<file path="src/rtl/uart_baud_gen.sv">
// UART baud-rate generator: runtime divisor into an oversample tick, then an xmit tick.
// Optional fractional divide (eighths) when UART_BAUD_FRAC_EN is defined.
module uart_baud_gen #(
    parameter int BAUD_W     = 13,
    parameter int OVERSAMPLE = 16,
    parameter int OS_W       = 4
) (
    input  logic              clk,
    input  logic              reset,
    input  logic              en,
    input  logic              restart,
    input  logic [BAUD_W-1:0] baud_val,
    input  logic [2:0]        baud_frac,
    output logic              baud_tick,
    output logic              xmit_tick,
    output logic [OS_W-1:0]   os_phase
);

    // One extra bit so baud_val plus a fractional carry cannot overflow.
    logic [BAUD_W:0]   cnt;
    logic [OS_W-1:0]   os_cnt;
    logic [BAUD_W:0]   reload;
    logic              clear;
    logic              at_reload;
    logic              os_wrap;

    assign clear     = reset | restart | ~en;
    assign at_reload = (cnt == '0);
    assign os_wrap   = (os_cnt == OS_W'(OVERSAMPLE - 1));

`ifdef UART_BAUD_FRAC_EN
    logic [2:0] frac_acc;
    logic [3:0] frac_sum;

    assign frac_sum = {1'b0, frac_acc} + {1'b0, baud_frac};
    assign reload   = {1'b0, baud_val} + {{BAUD_W{1'b0}}, frac_sum[3]};

    always_ff @(posedge clk) begin
        if (clear) begin
            frac_acc <= '0;
        end else if (at_reload) begin
            frac_acc <= frac_sum[2:0];
        end
    end
`else
    logic unused_frac;

    assign unused_frac = ^baud_frac;
    assign reload      = {1'b0, baud_val};
`endif

    always_ff @(posedge clk) begin
        if (clear) begin
            cnt       <= '0;
            os_cnt    <= '0;
            baud_tick <= 1'b0;
            xmit_tick <= 1'b0;
        end else if (at_reload) begin
            cnt       <= reload;
            baud_tick <= 1'b1;
            xmit_tick <= os_wrap;
            os_cnt    <= os_wrap ? '0 : os_cnt + 1'b1;
        end else begin
            cnt       <= cnt - 1'b1;
            baud_tick <= 1'b0;
            xmit_tick <= 1'b0;
        end
    end

    assign os_phase = os_cnt;

endmodule

</file>
<file path="config.mk">
export PLATFORM = sky130hd
export DESIGN_NAME = uart_baud_gen
export DESIGN_NICKNAME = d
export VERILOG_FILES = /design/src/rtl/uart_baud_gen.sv
export SDC_FILE = /design/constraint.sdc
export NUM_CORES = 1
export LEC_CHECK = 0
export CAP_MARGIN = 20
export CORE_MARGIN = 3
export CORE_UTILIZATION = 40
export CTS_CLUSTER_DIAMETER = 120
export DETAILED_ROUTE_END_ITERATION = 12
export PLACE_DENSITY = 0.68
export SYNTH_ARGS = -nofsm -noshare
export SYNTH_HDL_FRONTEND = slang
export SYNTH_SLANG_ARGS = --single-unit
export TNS_END_PERCENT = 30
</file>
<file path="constraint.sdc">
create_clock -name clk -period 2.6 [get_ports clk]
set_clock_uncertainty 0.15 [all_clocks]
set_input_delay 0.65 -clock clk [delete_from_list [all_inputs] [get_ports clk]]
set_output_delay 0.65 -clock clk [all_outputs]
set_load 0.02 [all_outputs]
</file>
==> results of run 1 <==
[metal layers]
layer  wire length, um  vias to the layer above  GRT usage
li1                  -                      437          -
met1               965                      359      0.181
met2               868                       16      0.234
met3                68                        5     0.0161
met4                46                        0     0.0729
met5                 0                        -          0
[worst max path at each step]
stage,startpoint,cells after the start,end
after CTS,cnt[0]$_SDFF_PP0_,6,os_phase[3]$_SDFFE_PP0P_
after floorplan,cnt[0]$_SDFF_PP0_,8,os_phase[2]$_SDFFE_PP0P_
after global placement,cnt[0]$_SDFF_PP0_,6,os_phase[3]$_SDFFE_PP0P_
after detailed placement,en,5,cnt[9]$_SDFF_PP0_
final,cnt[0]$_SDFF_PP0_,7,cnt[3]$_SDFF_PP0_
after global routing,cnt[0]$_SDFF_PP0_,7,cnt[9]$_SDFF_PP0_
[cells in the final DEF, fill, tap and decap left out, drive strengths merged]
cell | Yosys | final
nand2 | 1 | 1
a21oi | 12 | 12
a311o | 1 | 1
inv | 4 | 4
xnor2 | 9 | 9
clkbuf | 7 | 4
o21ai | 10 | 10
a211oi | 4 | 4
nor3 | 3 | 3
and3 | 3 | 3
ha | 3 | 3
clkdlybuf4s50 | 0 | 22
xor2 | 2 | 2
mux2i | 1 | 1
or3 | 2 | 2
or3b | 3 | 3
and4 | 1 | 1
buf | 2 | 4
or4 | 4 | 4
or2 | 1 | 1
nor4 | 5 | 5
dfxtp | 20 | 20
o31ai | 1 | 1
nor2 | 9 | 9
or4b | 1 | 1
[power by group through the flow]
stage	clock (mW)	combinational [mW]	sequential [mW]
6_report	0.186	0.320	0.349
5_1_grt	0.196	0.350	0.353
4_1_cts	0.187	0.318	0.349
3_5_place_dp	0	0.316	0.356
3_3_place_gp	0	0.311	0.355
2_1_floorplan	0	0.250	0.352
[cell families after synthesis]
kind of cell               Yosys count  share of synthesized area
DFF                                 20                      0.417
adders and majority gates            3                     0.0391
and+or+nand+nor                     33                      0.209
muxes                                1                     0.0104
buffers and inverters               13                     0.0600
AOI/OAI and AO/OA                   28                      0.164
xor gates and xnor gates            11                      0.100
[flip-flops by register name, summed over array words and instances, names as in the netlist]
register   flops
os_phase       4
cnt           14
baud_tick      1
xmit_tick      1
[layout make-up]
type / instances / area [um^2] / area share
multi-input cells: 76 / 502 / 0.405
clock buffers: 4 / 36.3 / 0.0293
repair buffers: 26 / 250 / 0.202
flip-flops and latches: 20 / 400 / 0.323
well taps: 28 / 35.0 / 0.0283
inverters: 4 / 15.0 / 0.0121
[worst max-delay path, stage by stage (launching register included)]
cell     delay, ps
dfxtp_1        350
inv_1           80
ha_1           140
or4b_2         590
or4_4          520
buf_4          220
and3_1         150
nor3_1         130
[stage by stage]
step,std cells,setup WS (ps),area [um^2]
3_5_place_dp,154,196,1200
4_1_cts,158,204,1240
3_3_place_gp,154,244,1200
5_1_grt,158,120,1240
6_report,158,208,1240
2_1_floorplan,109,297,960
==> results.toml, run 1 <==
[worst_setup_path]
r2r_slack_ps = 210
critPathMaxFanout = 15
crit_type = "reg -> reg"
cp.required_ps = 2680
rr_worst_depth = 7
start_kind = "flip-flop"
crit_arrival_ps = 2470
rr_endpoint = "cnt[3]$_SDFF_PP0_"
end_kind = "flip-flop"
reg2reg_from = "cnt[0]$_SDFF_PP0_"

[power_and_ir_drop]
internal_power_mw = 0.569
p_leak_nw = 0.486
ir_worst_vdd_v = 0.000372
power_frac_comb = 0.374
pwr-share-clk = 0.217
switchingPower_mw = 0.285
sw_frac_of_total = 0.333
seqPwrFrac = 0.408
power.density_nw_per_um2 = 689
p_total_mw = 0.854

[route]
via_per_inst = 5.17
drc = 0
drtIter0Drc = 6
wirelength_um = 1950
route.antenna.remaining_nets = 0
num_vias = 817
wl_per_cell_um = 12.3
dr.pass1.iters = 4

[clock_tree]
cts_tree = "built"
postCtsSetupBuffers = 0
cts_resized = 0
htree_levels = 1
clk_latency_ps = 310
hold_buffers = 0
cts.path.max_buffers = 2
clock_sinks = 20
cts_buffers = 3
path_clk_slew_ps = 110
cts_root_buffer = "clkbuf_4"

[placement]
place_congestion = 0.779
io_buffers = 22
dpl.hpwl_um = 1450

[yosys]
synth_edf_count = 0
synthesis.area_um2 = 960
yosys_warnings = 0
synth_common_cells = "dfxtp_1, a21oi_1, nor2_1, o21ai_0, xnor2_1"
syn_inst = 109
ys.flop_type = "dfxtp_1"
synth_area_leader_cell = "dfxtp_1"
synth.distinct_cells = 28
synth_seq_area_share = 0.417
syn_nets = 132
ys_seq_elements = 20
synth_area_per_cell_um2 = 8.80
async_reset_ff_frac = 0
netlist_top_cells_area = "dfxtp_1, xnor2_1, a21oi_1"
synth_top_area_share = 0.417
synthMostInstantiatedCell = "dfxtp_1"

[floorplan]
start_util = 0.426
fp-row-count = 17
fp.coreArea_um2 = 2250
die_area_um2 = 3020
ios = 26
fp.dieW_um = 55.0
die-height_um = 55.0

[cells_and_area]
fill_cells = 222
final_util = 0.549
insertedDiodeCount = 0
drive_gt1_frac = 0.100
nets = 154
syn_to_final_growth_pct = 29.1

[timing]
fin_crit_sh = 0.920
finalSetupViolations = 0
hold_viol = 0
whs_ps = 355
rsz0062_at_grt = "false"
setup_tns_ps = 0
finalMaxSlewViolations = 0
worstMarginPinSlew_ps = 329
fmax_ghz = 0.418
min_period_ps = 2390
slew_headroom = 0.779

[global_routing]
grt_pass1_wl_um = 3110
grt.overflow.total = 0
track_usage = 0.142
grt_pass1_vias = 745
antenna_found_initial = 0
grt_max_degree = 16

[min_path]
hp-start = "cnt[0]$_SDFF_PP0_"
holdPathStages = 1
hold_end = "cnt[0]$_SDFF_PP0_"
worstHoldPathType = "reg -> reg"

[run]
max-cap-violations = 0

[run_status]
status = "completed"
No activity file was read; power rests on OpenSTA's default activity.
==> run 2: changes to the inputs <==
--- a/config.mk
+++ b/config.mk
@@ -5,12 +5,14 @@
 export SDC_FILE = /design/constraint.sdc
 export NUM_CORES = 1
 export LEC_CHECK = 0
+export ABC_AREA = 1
 export CAP_MARGIN = 20
-export CORE_MARGIN = 3
+export CORE_ASPECT_RATIO = 0.5
+export CORE_MARGIN = 1.5
 export CORE_UTILIZATION = 40
 export CTS_CLUSTER_DIAMETER = 120
 export DETAILED_ROUTE_END_ITERATION = 12
-export PLACE_DENSITY = 0.68
+export PLACE_DENSITY = 0.67
 export SYNTH_ARGS = -nofsm -noshare
 export SYNTH_HDL_FRONTEND = slang
 export SYNTH_SLANG_ARGS = --single-unit
==> results.toml, run 2 <==
[timing]
worstMarginPinSlew_ps = 361
hold_viol = 0
slew_headroom = 0.758
fmax_ghz = 0.469
min_period_ps = 2130
finalMaxSlewViolations = 0
fin_crit_sh = 0.820
setup_tns_ps = 0
rsz0062_at_grt = "false"
finalSetupViolations = 0
setup_ws_ps = 468

[clock_tree]
clock_sinks = 20
hold_buffers = 0
htree_levels = 1
path_clk_slew_ps = 70
cts_resized = 0
clk_latency_ps = 260
cts_root_buffer = "clkbuf_8"
cts_tree = "built"
cts.path.max_buffers = 2
cts_buffers = 3
postCtsSetupBuffers = 0

[yosys]
synth.distinct_cells = 20
synth_area_leader_cell = "dfxtp_1"
synth_edf_count = 0
yosys_warnings = 0
synth_seq_area_share = 0.371
synth_top_area_share = 0.371
synth_area_per_cell_um2 = 6.92
synthMostInstantiatedCell = "nand2_1"
syn_inst = 156
syn_nets = 179
synthesis.area_um2 = 1080
ys_seq_elements = 20
synth_common_cells = "nand2_1, dfxtp_1, nor2_1"
netlist_top_cells_area = "dfxtp_1, nand2_1, nor2_1"
async_reset_ff_frac = 0
ys.flop_type = "dfxtp_1"

[cells_and_area]
final_common_cell = "nand2_1"
nets = 205
largest-register = "cnt"
final_cell_count_no_fill = 217
fin_area_um2 = 1360
largest_reg_flops = 14
drive_gt1_frac = 0.0722
insertedDiodeCount = 0
multi_input_area_um2 = 588
layout_common_cells = "nand2_1, clkdlybuf4s50_1, dfxtp_1"
syn_to_final_growth_pct = 26.3
fill_cells = 277
regArea_um2 = 400

[route]
dr.pass1.iters = 4
num_vias = 969
wirelength_um = 2000
drtIter0Drc = 55
wl_per_cell_um = 9.21
via_per_inst = 4.47
drc = 0
route.antenna.remaining_nets = 0

[worst_setup_path]
crit_buf_inv = 1
crit_type = "reg -> out"
crit_arrival_ps = 1330
critPathSlowestCell = "clkdlybuf4s50_1"
cp_slowest_stage_delay_ps = 640
crit_chain = "clkdlybuf4s50_1"
cp_top_family = "buffers and inverters"
end_kind = "output port"
cp.required_ps = 1800
start_kind = "flip-flop"
r2r_slack_ps = 1080
critPathMaxFanout = 6

[placement]
dp_cells = 214
io_buffers = 22
place_congestion = 0.746
place_ws_ps = 488
dpl.hpwl_um = 1480
postPlaceCellArea_um2 = 1320

[floorplan]
die_area_um2 = 3040
start_util = 0.420
fp-row-count = 13
ios = 26
fp.dieW_um = 76.5
fp.coreArea_um2 = 2570
die-height_um = 39.7

[global_routing]
track_usage = 0.145
grt.overflow.total = 0
grt_pass1_vias = 757
grt_max_degree = 16
grt_pass1_wl_um = 3230
antenna_found_initial = 0

[power_and_ir_drop]
ir_worst_vdd_v = 0.000284
p_leak_nw = 0.659
power.density_nw_per_um2 = 888

[run_status]
status = "completed"

[min_path]
worstHoldPathType = "reg -> reg"

[run]
max-cap-violations = 0
run 2: changes by cell type after synthesis, moves of 7 or more:
cell	delta
nand2_1	+55
inv_1	+12
nand3_1	+12
nor2_1	+9
a21oi_1	-8
xnor2_1	-8
clkbuf_1	-7
run 2: power breakdown:
part | switching, mW | total, mW | internal [mW]
clock | 0.104 | 0.207 | 0.103
combinational | 0.387 | 0.610 | 0.223
sequential | 0.0390 | 0.393 | 0.354
run 2: layer usage:
| layer | GRT usage | share of wire |
|---|---|---|
| met5 | 0 | 0 |
| met4 | 0.0694 | 0.016 |
| met3 | 0.0512 | 0.048 |
| met2 | 0.232 | 0.40 |
| met1 | 0.179 | 0.54 |
run 2: stage by stage:
stage / hold slack (ps) / power [mW] / utilization
finish: 311 / 1.21 / 0.531
global route: 350 / 1.32 / 0.531
CTS: 309 / 1.22 / 0.531
detailed placement: 298 / 1.01 / 0.515
global placement: 292 / 0.991 / 0.515
floorplan: 273 / 0.895 / -
run 2: kinds of logic (layout without fill, tap and decap cells):
logic type,after synthesis,count (layout),synth area share
AOI/OAI and AO/OA,9,9,0.0417
xor gates and xnor gates,8,8,0.0649
adders and majority gates,3,3,0.0348
buffers and inverters,18,42,0.0846
DFF,20,20,0.371
and+or+nand+nor,98,98,0.403
run 2: final timing paths:
path,from,endpoint,cells past startpoint
hold reg to reg,cnt[0]$_SDFF_PP0_,cnt[0]$_SDFF_PP0_,1
setup / recovery,os_phase[0]$_SDFFE_PP0P_,os_phase[0],1
setup reg to reg,cnt[0]$_SDFF_PP0_,cnt[0]$_SDFF_PP0_,8
hold / removal,cnt[0]$_SDFF_PP0_,cnt[0]$_SDFF_PP0_,1
run 2: cell type report:
class,instances,area share
timing repair buffer,23,0.167
tap,37,0.0339
sequential,20,0.294
clock buffer,3,0.0303
inverter,16,0.0440
multi-input combinational,118,0.431
